**config.mk**
```make
export PLATFORM = sky130hd
export DESIGN_NAME = smc_state_param_flat
export DESIGN_NICKNAME = d
export VERILOG_FILES = /design/src/rtl/smc_state_param_if.sv /design/src/rtl/smc_state_param.sv /design/src/flat_wrapper.sv
export SDC_FILE = /design/constraint.sdc
export NUM_CORES = 1
export LEC_CHECK = 0
export ABC_AREA = 1
export CAP_MARGIN = 10
export CELL_PAD_IN_SITES_DETAIL_PLACEMENT = 1
export CELL_PAD_IN_SITES_GLOBAL_PLACEMENT = 1
export CORE_MARGIN = 3
export CORE_UTILIZATION = 40
export CTS_BUF_LIST = sky130_fd_sc_hd__clkbuf_8 sky130_fd_sc_hd__clkbuf_16
export CTS_CLUSTER_DIAMETER = 80
export DETAILED_ROUTE_END_ITERATION = 7
export HOLD_SLACK_MARGIN = 0.12
export PLACE_DENSITY = 0.84
export SLEW_MARGIN = 20
export SYNTH_ARGS = -nofsm -noshare
export SYNTH_HDL_FRONTEND = slang
export SYNTH_SLANG_ARGS = --single-unit
```
**constraint.sdc**
```tcl
create_clock -name sys_clk -period 2.3 [get_ports sys_clk]
set_clock_uncertainty 0.05 [all_clocks]
set_input_delay 0.46 -clock sys_clk [delete_from_list [all_inputs] [get_ports sys_clk]]
set_output_delay 0.46 -clock sys_clk [all_outputs]
set_load 0.01 [all_outputs]
```
**src/rtl/smc_state_param_if.sv**
```systemverilog
// Bus bundle between the AHB-side access decoder and the static memory
// controller state machine: pending-access request, timing config and strobes.
interface smc_state_param_if #(
    parameter int NCS  = 4,
    parameter int WS_W = 8,
    parameter int LE_W = 2,
    parameter int TE_W = 2,
    parameter int TA_W = 2
);
    logic            new_access;
    logic            n_read;
    logic [NCS-1:0]  cs;
    logic            mac_done;
    logic [LE_W-1:0] csle_cfg;
    logic [WS_W-1:0] ws_cfg;
    logic [TE_W-1:0] cste_cfg;
    logic [TA_W-1:0] ta_cfg;
    logic [2:0]      smc_state;
    logic            valid_access;
    logic            smc_done;
    logic            smc_idle;
    logic            latch_data;
    logic [NCS-1:0]  n_cs_out;
    logic            n_oe;
    logic            n_we;

    modport master (
        output new_access, n_read, cs, mac_done, csle_cfg, ws_cfg, cste_cfg, ta_cfg,
        input  smc_state, valid_access, smc_done, smc_idle, latch_data, n_cs_out, n_oe, n_we
    );

    modport slave (
        input  new_access, n_read, cs, mac_done, csle_cfg, ws_cfg, cste_cfg, ta_cfg,
        output smc_state, valid_access, smc_done, smc_idle, latch_data, n_cs_out, n_oe, n_we
    );
endinterface

```
**src/rtl/smc_state_param.sv**
```systemverilog
// Static memory controller access sequencer: STORE / CS leading edge / read-write
// wait states / CS float / bus turnaround, with registered chip-select and strobes.
module smc_state_param #(
    parameter int NCS  = 4,
    parameter int WS_W = 8,
    parameter int LE_W = 2,
    parameter int TE_W = 2,
    parameter int TA_W = 2
) (
    input  logic             sys_clk,
    input  logic             n_sys_reset,
    smc_state_param_if.slave bus
);

    typedef enum logic [2:0] {
        ST_IDLE  = 3'd0,
        ST_STORE = 3'd1,
        ST_LE    = 3'd2,
        ST_RW    = 3'd3,
        ST_FLOAT = 3'd4,
        ST_TURN  = 3'd5
    } state_t;

    state_t          state_q, state_d, accept_st_s, succ_st_s;
    logic [NCS-1:0]  cs_q, cs_d, n_cs_q, n_cs_d;
    logic            n_read_q, n_read_d, n_oe_q, n_oe_d, n_we_q, n_we_d;
    logic [LE_W-1:0] csle_q, csle_d, le_cnt_q, le_cnt_d;
    logic [WS_W-1:0] ws_q, ws_d, ws_cnt_q, ws_cnt_d;
    logic [TE_W-1:0] cste_q, cste_d, te_cnt_q, te_cnt_d;
    logic [TA_W-1:0] ta_cnt_q, ta_cnt_d;
    logic            eoa_s, valid_s, change_s, cs_on_s;

    // End-of-access decode, acceptance, and the state that follows an access
    always_comb begin
        eoa_s = 1'b0;
        case (state_q)
            ST_RW:    eoa_s = (ws_cnt_q == '0) && (cste_q == '0);
            ST_FLOAT: eoa_s = (te_cnt_q <= TE_W'(1));
            default:  eoa_s = 1'b0;
        endcase
        // Gated by reset so acceptance is never reported while the block is held
        valid_s     = n_sys_reset && bus.new_access &&
                      ((state_q == ST_IDLE) || (eoa_s && bus.mac_done));
        change_s    = (bus.cs != cs_q) || (bus.n_read != n_read_q);
        accept_st_s = (change_s && (bus.ta_cfg != '0)) ? ST_TURN : ST_STORE;
        if (!bus.mac_done) begin
            succ_st_s = (csle_q != '0) ? ST_LE : ST_RW;
        end else if (valid_s) begin
            succ_st_s = accept_st_s;
        end else begin
            succ_st_s = ST_IDLE;
        end
    end

    // Next-state, access registration and phase counters
    always_comb begin
        state_d  = state_q;
        cs_d     = valid_s ? bus.cs       : cs_q;
        n_read_d = valid_s ? bus.n_read   : n_read_q;
        csle_d   = valid_s ? bus.csle_cfg : csle_q;
        ws_d     = valid_s ? bus.ws_cfg   : ws_q;
        cste_d   = valid_s ? bus.cste_cfg : cste_q;
        ta_cnt_d = valid_s ? bus.ta_cfg   : ta_cnt_q;
        le_cnt_d = le_cnt_q;
        ws_cnt_d = ws_cnt_q;
        te_cnt_d = te_cnt_q;
        case (state_q)
            ST_IDLE: begin
                state_d = valid_s ? accept_st_s : ST_IDLE;
            end
            ST_STORE: begin
                le_cnt_d = csle_q;
                ws_cnt_d = ws_q;
                state_d  = (csle_q != '0) ? ST_LE : ST_RW;
            end
            ST_LE: begin
                le_cnt_d = (le_cnt_q != '0) ? le_cnt_q - LE_W'(1) : '0;
                state_d  = (le_cnt_q <= LE_W'(1)) ? ST_RW : ST_LE;
            end
            ST_RW: begin
                if (ws_cnt_q != '0) begin
                    ws_cnt_d = ws_cnt_q - WS_W'(1);
                end else if (cste_q != '0) begin
                    te_cnt_d = cste_q;
                    state_d  = ST_FLOAT;
                end else begin
                    // Reload covers the next beat of a multiple access
                    le_cnt_d = csle_q;
                    ws_cnt_d = ws_q;
                    state_d  = succ_st_s;
                end
            end
            ST_FLOAT: begin
                te_cnt_d = (te_cnt_q != '0) ? te_cnt_q - TE_W'(1) : '0;
                if (eoa_s) begin
                    le_cnt_d = csle_q;
                    ws_cnt_d = ws_q;
                    state_d  = succ_st_s;
                end else begin
                    state_d  = ST_FLOAT;
                end
            end
            ST_TURN: begin
                ta_cnt_d = (ta_cnt_q != '0) ? ta_cnt_q - TA_W'(1) : '0;
                state_d  = (ta_cnt_q <= TA_W'(1)) ? ST_STORE : ST_TURN;
            end
            default: begin
                state_d = ST_IDLE;
            end
        endcase
    end

    // Strobes are registered from the next state so they line up with it
    always_comb begin
        cs_on_s = (state_d == ST_LE) || (state_d == ST_RW) || (state_d == ST_FLOAT) ||
                  ((state_d == ST_STORE) && eoa_s);
        n_cs_d  = cs_on_s ? ~cs_d : '1;
        n_oe_d  = !((state_d == ST_RW) && !n_read_d);
        n_we_d  = !((state_d == ST_RW) && n_read_d);
    end

    // State, configuration, counter and strobe registers
    always_ff @(posedge sys_clk or negedge n_sys_reset) begin
        if (!n_sys_reset) begin
            state_q  <= ST_IDLE;
            cs_q     <= '0;
            n_read_q <= 1'b0;
            csle_q   <= '0;
            ws_q     <= '0;
            cste_q   <= '0;
            le_cnt_q <= '0;
            ws_cnt_q <= '0;
            te_cnt_q <= '0;
            ta_cnt_q <= '0;
            n_cs_q   <= '1;
            n_oe_q   <= 1'b1;
            n_we_q   <= 1'b1;
        end else begin
            state_q  <= state_d;
            cs_q     <= cs_d;
            n_read_q <= n_read_d;
            csle_q   <= csle_d;
            ws_q     <= ws_d;
            cste_q   <= cste_d;
            le_cnt_q <= le_cnt_d;
            ws_cnt_q <= ws_cnt_d;
            te_cnt_q <= te_cnt_d;
            ta_cnt_q <= ta_cnt_d;
            n_cs_q   <= n_cs_d;
            n_oe_q   <= n_oe_d;
            n_we_q   <= n_we_d;
        end
    end

    assign bus.smc_state    = state_q;
    assign bus.valid_access = valid_s;
    assign bus.smc_done     = eoa_s;
    assign bus.smc_idle     = (state_d == ST_IDLE);
    assign bus.latch_data   = (state_q == ST_RW) && (ws_cnt_q == '0) && !n_read_q;
    assign bus.n_cs_out     = n_cs_q;
    assign bus.n_oe         = n_oe_q;
    assign bus.n_we         = n_we_q;

endmodule

```
**src/flat_wrapper.sv**
```systemverilog
// flat-port wrapper written by rule: the top's interface ports become plain ports
module smc_state_param_flat 
#(
    parameter int NCS  = 4,
    parameter int WS_W = 8,
    parameter int LE_W = 2,
    parameter int TE_W = 2,
    parameter int TA_W = 2
)
  (sys_clk, n_sys_reset, bus_new_access, bus_n_read, bus_cs, bus_mac_done, bus_csle_cfg, bus_ws_cfg, bus_cste_cfg, bus_ta_cfg, bus_smc_state, bus_valid_access, bus_smc_done, bus_smc_idle, bus_latch_data, bus_n_cs_out, bus_n_oe, bus_n_we);
  smc_state_param_if #(.NCS(NCS), .WS_W(WS_W), .LE_W(LE_W), .TE_W(TE_W), .TA_W(TA_W)) bus_i ();
  input  logic sys_clk;
  input  logic n_sys_reset;
  input wire logic [$bits(bus_i.new_access)-1:0] bus_new_access;
  input wire logic [$bits(bus_i.n_read)-1:0] bus_n_read;
  input wire logic [$bits(bus_i.cs)-1:0] bus_cs;
  input wire logic [$bits(bus_i.mac_done)-1:0] bus_mac_done;
  input wire logic [$bits(bus_i.csle_cfg)-1:0] bus_csle_cfg;
  input wire logic [$bits(bus_i.ws_cfg)-1:0] bus_ws_cfg;
  input wire logic [$bits(bus_i.cste_cfg)-1:0] bus_cste_cfg;
  input wire logic [$bits(bus_i.ta_cfg)-1:0] bus_ta_cfg;
  output wire logic [$bits(bus_i.smc_state)-1:0] bus_smc_state;
  output wire logic [$bits(bus_i.valid_access)-1:0] bus_valid_access;
  output wire logic [$bits(bus_i.smc_done)-1:0] bus_smc_done;
  output wire logic [$bits(bus_i.smc_idle)-1:0] bus_smc_idle;
  output wire logic [$bits(bus_i.latch_data)-1:0] bus_latch_data;
  output wire logic [$bits(bus_i.n_cs_out)-1:0] bus_n_cs_out;
  output wire logic [$bits(bus_i.n_oe)-1:0] bus_n_oe;
  output wire logic [$bits(bus_i.n_we)-1:0] bus_n_we;
  assign bus_i.new_access = bus_new_access;
  assign bus_i.n_read = bus_n_read;
  assign bus_i.cs = bus_cs;
  assign bus_i.mac_done = bus_mac_done;
  assign bus_i.csle_cfg = bus_csle_cfg;
  assign bus_i.ws_cfg = bus_ws_cfg;
  assign bus_i.cste_cfg = bus_cste_cfg;
  assign bus_i.ta_cfg = bus_ta_cfg;
  assign bus_smc_state = bus_i.smc_state;
  assign bus_valid_access = bus_i.valid_access;
  assign bus_smc_done = bus_i.smc_done;
  assign bus_smc_idle = bus_i.smc_idle;
  assign bus_latch_data = bus_i.latch_data;
  assign bus_n_cs_out = bus_i.n_cs_out;
  assign bus_n_oe = bus_i.n_oe;
  assign bus_n_we = bus_i.n_we;
  smc_state_param #(.NCS(NCS), .WS_W(WS_W), .LE_W(LE_W), .TE_W(TE_W), .TA_W(TA_W)) u_core (.sys_clk(sys_clk), .n_sys_reset(n_sys_reset), .bus(bus_i));
endmodule
```
==> summary by stage <==
Routing
Dividing the detail-routed wire length by the instance count gives 14.9 um. The via count of the routed design is slightly below 2000. Using the TritonRoute via totals, the vias-per-cell ratio works out to 4.88. In the final routing, the length of wire on met1 measures around 2400 um. After detailed routing, the number of remaining DRC violations is 0. Wires add up to around 6000 um. The number of routed nets with antenna violations is 0. The detailed router's first-iteration violation count is 68.

The uppermost layer routed is met4. The number of optimization iterations in the first detailed-route pass is 4. The total length of routed met2 wires is ~3300 um.

After detailed routing, the met3 layer carries 211 um of wire.

Logic synthesis
The primary flip-flop cell chosen by synthesis mapping is sky130_fd_sc_hd__dfrtp_1. The flip-flop and latch count after synthesis is 40. The async set or reset register ratio after synthesis is 100%.

The synthesized netlist net count is 275. Sequential cells were found to cover between 40% and 50% of the synthesized design area. The number of flops mapped to enable cells by yosys is 0. The mean post-synth cell area is 8.70 um^2.

The most numerous cell in the Yosys netlist is sky130_fd_sc_hd__nand2_1. The post-synthesis cell count is 251. Yosys attributes the largest share of cell area to sky130_fd_sc_hd__dfrtp_1 (39%), sky130_fd_sc_hd__nand2_1 (10%), sky130_fd_sc_hd__dfstp_2 (7.2%). The number of distinct standard cells referenced by the synthesized netlist is 37.

The biggest area consumer among synthesized cells is sky130_fd_sc_hd__dfrtp_1. The commonest cells after synthesis are sky130_fd_sc_hd__nand2_1 (59), sky130_fd_sc_hd__dfrtp_1 (34), sky130_fd_sc_hd__inv_1 (30), sky130_fd_sc_hd__nor2_1 (18), sky130_fd_sc_hd__o21ai_0 (13). The warning count from the yosys run is 0. After synthesis the cells add up to 2180 um^2. The share of synthesized area in the top cell type comes to 39.0%.

Floorplanning
For this configuration, the core starts out at a cell density of 41.9%. The core region is 5200 um^2. The floorplan step set the die height to around 80 um.

The die width is roughly 80 um. The die covers 6380 um^2. 36 I/O pins were placed. The placement row count is 26.

Finish
0 antenna diodes ended up in the layout. The filler cell count is 634. The cell area after layout is 3060 um^2. The area taken by flip-flops and latches is 1010 um^2.

The final net count is 356. The fraction of layout instances using a drive strength above 1 is 31.5%. Excluding fillers, the count of instances in the completed layout stands at 403. The synthesis-to-layout area growth is 40.3%. The multi-input combinational cells in the finished layout cover a total of 1040 um^2.

Placed design
Once placement finished, the instance area stood at 2890 um^2. The placed wire-length estimate after detailed placement is 4420 um. The congestion estimate from routability-driven global placement came to 0.824.

The number of placed instances, taps included is 393. The port buffer count is 35.

CTS
The clock net in this run drives a total of 40 sinks. Hold repair after CTS inserted 0 buffers. The CTS tree is done. The H-tree generated during clock tree synthesis spans 2 levels. The later pin in the worst-skew pair is clocked with a latency of 0.29 ns.

Counting the buffers created by CTS gives 5. The clock-pin slew reported for the worst setup and hold paths after clock tree synthesis is 0.08 ns. The clock passes through at most 2 buffers.

The tree is rooted in a sky130_fd_sc_hd__clkbuf_8.

Global routing
The initial antenna violation count is 0. The first global-routing pass estimated ~9800 um of wire. Entering global routing, the biggest net connects 41 pins. The via count of the first global-routing pass is 2117. The global-route congestion overflow total is 0. The total global routing track utilization is 19.8%.

STA
The max-slew headroom at the worst pin is 65.1%. After layout, the worst setup slack is -0.0788 ns. For the pin with the worst max-slew slack, the measured transition is ~0.52 ns. Setup repair after global routing could not meet its margin everywhere. The max-slew violation count was 0.

The final hold violation count is 0. The final worst-path cycle share is 103%. In the final timing run, aggregate negative setup slack is -0.0788 ns. Hold timing on the final database bottoms out at a slack of 0.269 ns. The post-route minimum period is between 2 and 2.5 ns. The count of final setup violators is 1. The peak clock frequency supported by timing is roughly 420 MHz.

Status
The flow ran to the end, but the final reports show violations. The final reports fail on setup timing.

Worst setup path
The worst setup path is launched from a flop. The launch point of the worst reg-to-reg path is u_core.bus.smc_state[0]. The worst reg2reg path depth is 10.

In this run the register-to-register setup slack is between 0.3 and 0.4 ns. The largest single stage delay on the critical path is 0.37 ns. STA classifies the critical path endpoint as an output port. In this run the critical register-to-register path is captured at u_core.bus.n_cs_out[3]. For the worst setup path, the data arrival time is between 1.5 and 2 ns.

Data on the critical path is required at its endpoint by 1.79 ns. The largest fanout of any net on the critical path is 3. The critical path in this run is classified as flop to output port.

Traced cell by cell, the critical path runs through inv_2 > ha_4 > nand2_4 > nor2_8 > buf_12 > nor2_4 > nor2_2 > o211ai_1 > nor3_1 > buf_2. The most critical setup path has its startpoint at u_core.ws_cnt_q[0]. The slowest cell on the critical path is sky130_fd_sc_hd__dfrtp_1.

Power
The clock network fraction of design power is 14.5%. The sequential fraction of design power is 31.5%. The internal power is 0.00237 W.

The leakage power of the design is between 1.5 and 2 nW. The areal power density over the cells is 1290 nW/um^2. Of the total power, combinational logic draws a little over half. The total net switching power is 0.00159 W.

The overall power after layout is around 0.0040 W. The worst-case IR drop observed on VDD is 0.520 mV. The switching share of power is 40.1%.

Job
Across the run, the number of max-cap violations was 0.

Min path
The tightest min-delay check is of the input port to async pin type.
==> sequential cells by signal, indices dropped and copies added (netlist names) <==
signal and cells:
u_core.ws_cnt_q 8, u_core.ws_q 8, u_core.bus.n_cs_out 4, u_core.cs_q 4, u_core.bus.smc_state 3, u_core.csle_q 2, u_core.cste_q 2, u_core.le_cnt_q 2
u_core.ta_cnt_q 2, u_core.te_cnt_q 2, u_core.bus.n_oe 1, u_core.bus.n_we 1, u_core.n_read_q 1
==> layout make-up <==
class,count,share of cell area [%]
Clock buffer,5,2.25
Multi-Input combinational cell,173,33.9
Sequential cell,40,32.9
Tap cell,70,2.86
Clock inverter,3,1.39
Timing Repair Buffer,79,22.6
Inverter,33,4.13
==> cell usage in the layout (no fill, tap or decap), types with 6 or more instances in the layout <==
| master | synthesis | final |
|---|---|---|
| sky130_fd_sc_hd__nor2_2 | 4 | 6 |
| sky130_fd_sc_hd__clkdlybuf4s50_1 | 0 | 27 |
| sky130_fd_sc_hd__nand2_1 | 59 | 57 |
| sky130_fd_sc_hd__o21ai_0 | 13 | 13 |
| sky130_fd_sc_hd__o21ai_1 | 7 | 7 |
| sky130_fd_sc_hd__nand2_4 | 5 | 6 |
| sky130_fd_sc_hd__nand2_2 | 6 | 7 |
| sky130_fd_sc_hd__nand3_1 | 10 | 10 |
| sky130_fd_sc_hd__dfrtp_1 | 34 | 34 |
| sky130_fd_sc_hd__inv_1 | 30 | 28 |
| sky130_fd_sc_hd__nor2_1 | 18 | 15 |
| sky130_fd_sc_hd__a21oi_1 | 10 | 10 |
| sky130_fd_sc_hd__dfstp_2 | 6 | 6 |
| sky130_fd_sc_hd__buf_4 | 2 | 42 |
==> worst max-delay path by stage <==
stage | end | slack [ns] | depth (start not counted)
floorplan | bus_smc_idle | 0.14 | 8
global placement | bus_smc_idle | -0.45 | 12
detailed placement | bus_smc_idle | -0.47 | 12
CTS | bus_smc_idle | -0.13 | 10
global route | bus_smc_idle | -0.21 | 9
finish | bus_smc_idle | -0.08 | 10
==> worst max-delay path: cells and delay by family, from the launching register on <==
family,cells,cell delay (ns)
DFF,1,0.37
AOI/OAI and AO/OA,1,0.16
and+or+nand+nor,5,0.55
adders and majority gates,1,0.15
buffers and inverters,3,0.34
==> layer usage <==
metal / track usage (%) / vias up
met2: 35.4 / 37
met1: 23.0 / 945
met5: 0 / -
met4: 7.09 / 0
met3: 4.18 / 10
li1: - / 973
==> cell families after synthesis <==
| logic type | after synthesis | share of synthesized area, % |
|---|---|---|
| adders and majority gates | 1 | 0.573 |
| DFF | 40 | 46.2 |
| muxes | 7 | 4.36 |
| AOI/OAI and AO/OA | 42 | 11.1 |
| and+or+nand+nor | 118 | 27.6 |
| xor gates and xnor gates | 5 | 2.01 |
| buffers and inverters | 38 | 8.14 |
==> power by group through the flow <==
stage	logic (W)	clock network, W	registers [W]
2_1_floorplan	0.00117	0	0.00126
3_3_place_gp	0.00194	0	0.00124
3_5_place_dp	0.00204	0	0.00125
4_1_cts	0.00207	0.000596	0.00124
5_1_grt	0.00239	0.000626	0.00129
6_report	0.00214	0.000574	0.00125
==> repair_timing <==
item,CTS,global route
pin swaps,3,5
setup endpoints to repair,4,4
resized for setup,13,14
gates cloned,0,0
setup buffers,1,1
==> through the flow <==
stage	worst slack, ns	util, %
after global routing	-0.215	58.8
after detailed placement	-0.474	55.6
final	-0.0788	58.8
after floorplan	0.142	-
after global placement	-0.450	55.6
after CTS	-0.129	58.0
Power figures use the tool's default switching activity.
